===== src/rtl/alu_operand_adder_if.sv =====
// alu_operand_adder_if
//   Bundles the EX-stage operand/adder signals for alu_operand_adder.
//   master : pipeline side, drives operands and controls, observes results
//   slave  : adder unit, consumes operands and controls, drives results
//   Inputs  : in_valid, sub, alu_op1_src, alu_op2_src, rs1_data, rs2_data, pc, imm
//   Outputs : out_valid, op1, op2, result, overflow, sign, cout, carry, zero
interface alu_operand_adder_if #(
   parameter int XLEN = 64
);
   logic            in_valid;
   logic            sub;
   logic            alu_op1_src;
   logic [1:0]      alu_op2_src;
   logic [XLEN-1:0] rs1_data;
   logic [XLEN-1:0] rs2_data;
   logic [XLEN-1:0] pc;
   logic [XLEN-1:0] imm;

   logic            out_valid;
   logic [XLEN-1:0] op1;
   logic [XLEN-1:0] op2;
   logic [XLEN-1:0] result;
   logic            overflow;
   logic            sign;
   logic            cout;
   logic            carry;
   logic            zero;

   modport master (
      output in_valid, sub, alu_op1_src, alu_op2_src, rs1_data, rs2_data, pc, imm,
      input  out_valid, op1, op2, result, overflow, sign, cout, carry, zero
   );

   modport slave (
      input  in_valid, sub, alu_op1_src, alu_op2_src, rs1_data, rs2_data, pc, imm,
      output out_valid, op1, op2, result, overflow, sign, cout, carry, zero
   );
endinterface


===== src/rtl/alu_operand_adder.sv =====
// alu_operand_adder
//   Registered EX-stage operand select and XLEN-bit add/subtract unit.
//   Operand A is rs1_data or pc; operand B is rs2_data, imm, 4 or 0.
//   Sum/difference and flags are registered once (1-cycle latency).
//   Ports:
//     clk : rising-edge clock
//     rst : synchronous active-high reset, clears every output register
//     bus : alu_operand_adder_if slave modport (operands in, results out)
module alu_operand_adder #(
   parameter int XLEN = 64
) (
   input  logic                 clk,
   input  logic                 rst,
   alu_operand_adder_if.slave   bus
);

   logic [XLEN-1:0] a;
   logic [XLEN-1:0] b_sel;
   logic [XLEN-1:0] b;
   logic [XLEN:0]   sum;
   logic [XLEN-1:0] s;
   logic            c64;
   logic            ovf;

   always_comb begin
      a = bus.alu_op1_src ? bus.pc : bus.rs1_data;
      b_sel = '0;
      unique case (bus.alu_op2_src)
         2'b00:   b_sel = bus.rs2_data;
         2'b01:   b_sel = bus.imm;
         2'b10:   b_sel = XLEN'(4);
         default: b_sel = '0;
      endcase
      // Subtract as a + ~b + 1; carry-in is the sub bit itself.
      b   = bus.sub ? ~b_sel : b_sel;
      sum = {1'b0, a} + {1'b0, b} + {{XLEN{1'b0}}, bus.sub};
      s   = sum[XLEN-1:0];
      c64 = sum[XLEN];
      // Signed overflow is judged on the operand actually fed to the adder.
      ovf = (a[XLEN-1] == b[XLEN-1]) && (s[XLEN-1] != a[XLEN-1]);
   end

   always_ff @(posedge clk) begin
      if (rst) begin
         bus.out_valid <= 1'b0;
         bus.op1       <= '0;
         bus.op2       <= '0;
         bus.result    <= '0;
         bus.overflow  <= 1'b0;
         bus.sign      <= 1'b0;
         bus.cout      <= 1'b0;
         bus.carry     <= 1'b0;
         bus.zero      <= 1'b0;
      end else begin
         bus.out_valid <= bus.in_valid;
         bus.op1       <= a;
         bus.op2       <= b_sel;
         bus.result    <= s;
         bus.overflow  <= ovf;
         bus.sign      <= s[XLEN-1];
         bus.cout      <= c64;
         // For subtract, no carry out means a borrow (op1 <u op2).
         bus.carry     <= c64 ^ bus.sub;
         bus.zero      <= (s == '0);
      end
   end

endmodule


===== src/flat_wrapper.sv =====
// flat-port wrapper written by rule: the top's interface ports become plain ports
module alu_operand_adder_flat 
#(
   parameter int XLEN = 64
)
  (clk, rst, bus_in_valid, bus_sub, bus_alu_op1_src, bus_alu_op2_src, bus_rs1_data, bus_rs2_data, bus_pc, bus_imm, bus_out_valid, bus_op1, bus_op2, bus_result, bus_overflow, bus_sign, bus_cout, bus_carry, bus_zero);
  alu_operand_adder_if #(.XLEN(XLEN)) bus_i ();
  input  logic clk;
  input  logic rst;
  input wire logic [$bits(bus_i.in_valid)-1:0] bus_in_valid;
  input wire logic [$bits(bus_i.sub)-1:0] bus_sub;
  input wire logic [$bits(bus_i.alu_op1_src)-1:0] bus_alu_op1_src;
  input wire logic [$bits(bus_i.alu_op2_src)-1:0] bus_alu_op2_src;
  input wire logic [$bits(bus_i.rs1_data)-1:0] bus_rs1_data;
  input wire logic [$bits(bus_i.rs2_data)-1:0] bus_rs2_data;
  input wire logic [$bits(bus_i.pc)-1:0] bus_pc;
  input wire logic [$bits(bus_i.imm)-1:0] bus_imm;
  output wire logic [$bits(bus_i.out_valid)-1:0] bus_out_valid;
  output wire logic [$bits(bus_i.op1)-1:0] bus_op1;
  output wire logic [$bits(bus_i.op2)-1:0] bus_op2;
  output wire logic [$bits(bus_i.result)-1:0] bus_result;
  output wire logic [$bits(bus_i.overflow)-1:0] bus_overflow;
  output wire logic [$bits(bus_i.sign)-1:0] bus_sign;
  output wire logic [$bits(bus_i.cout)-1:0] bus_cout;
  output wire logic [$bits(bus_i.carry)-1:0] bus_carry;
  output wire logic [$bits(bus_i.zero)-1:0] bus_zero;
  assign bus_i.in_valid = bus_in_valid;
  assign bus_i.sub = bus_sub;
  assign bus_i.alu_op1_src = bus_alu_op1_src;
  assign bus_i.alu_op2_src = bus_alu_op2_src;
  assign bus_i.rs1_data = bus_rs1_data;
  assign bus_i.rs2_data = bus_rs2_data;
  assign bus_i.pc = bus_pc;
  assign bus_i.imm = bus_imm;
  assign bus_out_valid = bus_i.out_valid;
  assign bus_op1 = bus_i.op1;
  assign bus_op2 = bus_i.op2;
  assign bus_result = bus_i.result;
  assign bus_overflow = bus_i.overflow;
  assign bus_sign = bus_i.sign;
  assign bus_cout = bus_i.cout;
  assign bus_carry = bus_i.carry;
  assign bus_zero = bus_i.zero;
  alu_operand_adder #(.XLEN(XLEN)) u_core (.clk(clk), .rst(rst), .bus(bus_i));
endmodule

===== config.mk =====
export PLATFORM = sky130hd
export DESIGN_NAME = alu_operand_adder_flat
export DESIGN_NICKNAME = d
export VERILOG_FILES = /design/src/rtl/alu_operand_adder_if.sv /design/src/rtl/alu_operand_adder.sv /design/src/flat_wrapper.sv
export SDC_FILE = /design/constraint.sdc
export NUM_CORES = 1
export LEC_CHECK = 0
export CAP_MARGIN = 0
export CORE_UTILIZATION = 37
export DETAILED_ROUTE_END_ITERATION = 10
export DONT_BUFFER_PORTS = 1
export PLACE_DENSITY_LB_ADDON = 0.12
export REMOVE_ABC_BUFFERS = 1
export SLEW_MARGIN = 20
export SYNTH_ARGS = -nofsm -noshare
export SYNTH_HDL_FRONTEND = slang
export SYNTH_SLANG_ARGS = --single-unit

===== constraint.sdc =====
create_clock -name clk -period 5.6 [get_ports clk]
set_input_delay 1.12 -clock clk [delete_from_list [all_inputs] [get_ports clk]]
set_output_delay 1.12 -clock clk [all_outputs]
set_load 0.02 [all_outputs]

==> run metrics <==
CP endpoint kind=flip-flop; row count=65; Syn Inst Count=1384; leakage=5.19 nW; cell taking the most area after synthesis=dfxtp_1; final layout net count=1647; Post-Route WL=39900 µm; Die ar.=0.0326 mm²; status=completed; largest net degree at the start of global routing=137; post-route non-filler standard cell count=1740; setup bufs post-CTS=0; cell area after layout=0.0126 mm²; achievable frequency=202 MHz; share of post-route cells with drive strength above 1=9.98%; number of global-route vias before repair=9508; sequential fraction of design power=40.9%; DRT antenna net count=0; Worst EP arrival=5.33 ns; Root Driver=clkbuf_16; Sw Pwr=1.83 mW; Data required, critical path=5.99 ns; Clock Power Share=27.3%; Sink Count=197; maximum vdd ir drop=0.238 mV; Worst Path Class, Setup=in2reg; Yosys Warn Count=0; Placer Congestion=0.896; Core Box Area=0.0315 mm²; RSZ-0062 raised after global routing=false; Post-synth EDFFs=0; Int Power=2.76 mW; sequential element share of the synthesized area=33.4%; DIE WIDTH=181 µm; io pins=461; combinational share of power=31.8%; Die Ht=181 µm; H-Tree Depth=4; Switching Share=39.9%; gr ovfl total=0; fin crit share=88.2%; clock buffer depth=2; initial DRC count=597; Critical Path Start Type=primary input; Least-Margin Pin Slew=0.793 ns; final core utilization=40.0%; CTS Hold Bufs=0; initial cell density of the core=37.5%; Post-DP Area=0.0120 mm²; TritonCTS Buffers=17; average size of a mapped cell=8.52 µm²; mapped cell area=0.0118 mm²; vias per cell=5.58; first-pass detailed-route iteration total=5; Max Slew Vio Count=0; PostCTS Resize Cnt=0; Worst-path clk slew=0.08 ns; TritonCTS clock tree=built; setup TNS=0 ns; Total GRT Usage=23.9%; Wirelength per Cell=22.9 µm; first-pass GRT wire length=58800 µm; PortBufs=0; Hold Path Class=in2reg; via count of the routed design=9710; Detail Placement HPWL=30400 µm; Area Growth Syn to Fin=6.71%; initial antenna violation count=6; FF+latch count, synth=197; pwr dens=365 mW/mm²; MaxCap Viol Count=0; Cell variety after synth=81; Final setup viols=0; Residual DRC=0; Max FO, Critical Path=69; Hold Fails Final Rpt=0; Synth top area share=33.4%; Async S/R FF share, synth=0%; cell count after placement=1703; top post-synthesis cells by area=dfxtp_1, nor2_1, xor2_1; Rel. slew slack=47.1%; Tmin final=4.94 ns; Main synth FF type=dfxtp_1
layout by cell type (no fill, tap or decap), types with 22 or more instances in the layout:
master   Yosys  layout
a21oi_1     80      80
nor2b_1     71      71
mux2i_1     66      66
o21ai_0     50      50
ha_1        63      63
xnor2_1     36      36
xor2_1      92      92
nand2_1     66      66
mux2_2      64      64
nand4_1     44      44
dfxtp_1    197     197
a21o_1      22      22
nor2_1     235     235
worst max-delay path: stages:
cell and delay (ns):
nand2b_1 0.20, a21oi_1 0.20, xor2_1 0.11, ha_1 0.48
a211oi_2 0.13, o21ai_2 0.26, nand4_1 0.20, a311oi_1 0.64
nor2_1 0.21, xor2_1 0.24, nand4_1 0.12, or4b_1 0.54
nor4_1 0.43, nand4_1 0.17, nor3_2 0.18
cell families after synthesis:
family	share of synthesized area, %
xor+xnor	9.50
flops	33.4
simple gates	20.8
fa+ha+maj	6.85
compound gates	14.1
buf+inv	3.56
mux	11.7
per-stage QoR:
step	hold slack, ns	power [mW]	setup slack, ns
after floorplan	1.19	2.91	1.11
final	0.742	4.59	0.660
after global placement	1.20	3.36	0.232
after CTS	0.708	4.63	0.683
after global routing	0.699	4.85	0.418
after detailed placement	1.20	3.36	0.236
cell usage after synthesis, drive strengths merged (5+ instances only):
cell type / n
buf: 26
ha: 63
mux2i: 66
nand2b: 5
a31oi: 7
nand4: 44
o211ai: 9
xnor2: 36
or3: 6
nor2b: 71
nand3: 18
xor2: 92
and2: 6
a21oi: 84
o41ai: 6
o21ai: 58
and3: 10
o21a: 11
nor3: 19
mux2: 64
clkbuf: 66
a21o: 22
and4: 7
nor4: 8
inv: 12
a211oi: 10
nor2: 235
nand2: 66
dfxtp: 197
cell type report:
cell class,instances,area (µm²)
multi-input combinational,1083,7430
fill,3258,18900
clock buffer,18,439
timing repair buffer,9,67.6
clock inverter,14,145
antenna,5,12.5
inverter,12,45.0
tap,402,503
sequential,197,3940
power groups by stage:
stage          clock (mW)  sequential [mW]  combinational, mW
2_1_floorplan           0             1.86               1.05
3_3_place_gp            0             1.92               1.44
3_5_place_dp            0             1.92               1.44
4_1_cts              1.30             1.88               1.45
5_1_grt              1.35             1.89               1.60
6_report             1.26             1.88               1.46
final timing paths:
check                               from                             to  cells past startpoint
worst min-delay path                 rst  u_core.bus.op1[41]$_SDFF_PP0_                      1
worst max-delay path  bus_alu_op2_src[1]     u_core.bus.zero$_SDFF_PP0_                     15
layer usage:
metal	GRT usage (%)	vias to the layer above	routed length, µm
met5	0	-	0
met4	7.35	0	765
met1	30.9	4532	17900
met2	39.1	452	18600
li1	-	4693	-
met3	5.82	33	2670
sequential cells by signal (all words and copies together) (netlist names):
signal                cells
u_core.bus.op1           64
u_core.bus.op2           64
u_core.bus.result        63
u_core.bus.carry          1
u_core.bus.cout           1
u_core.bus.out_valid      1
u_core.bus.overflow       1
u_core.bus.sign           1
u_core.bus.zero           1
No activity file was read; power rests on OpenSTA's default activity.
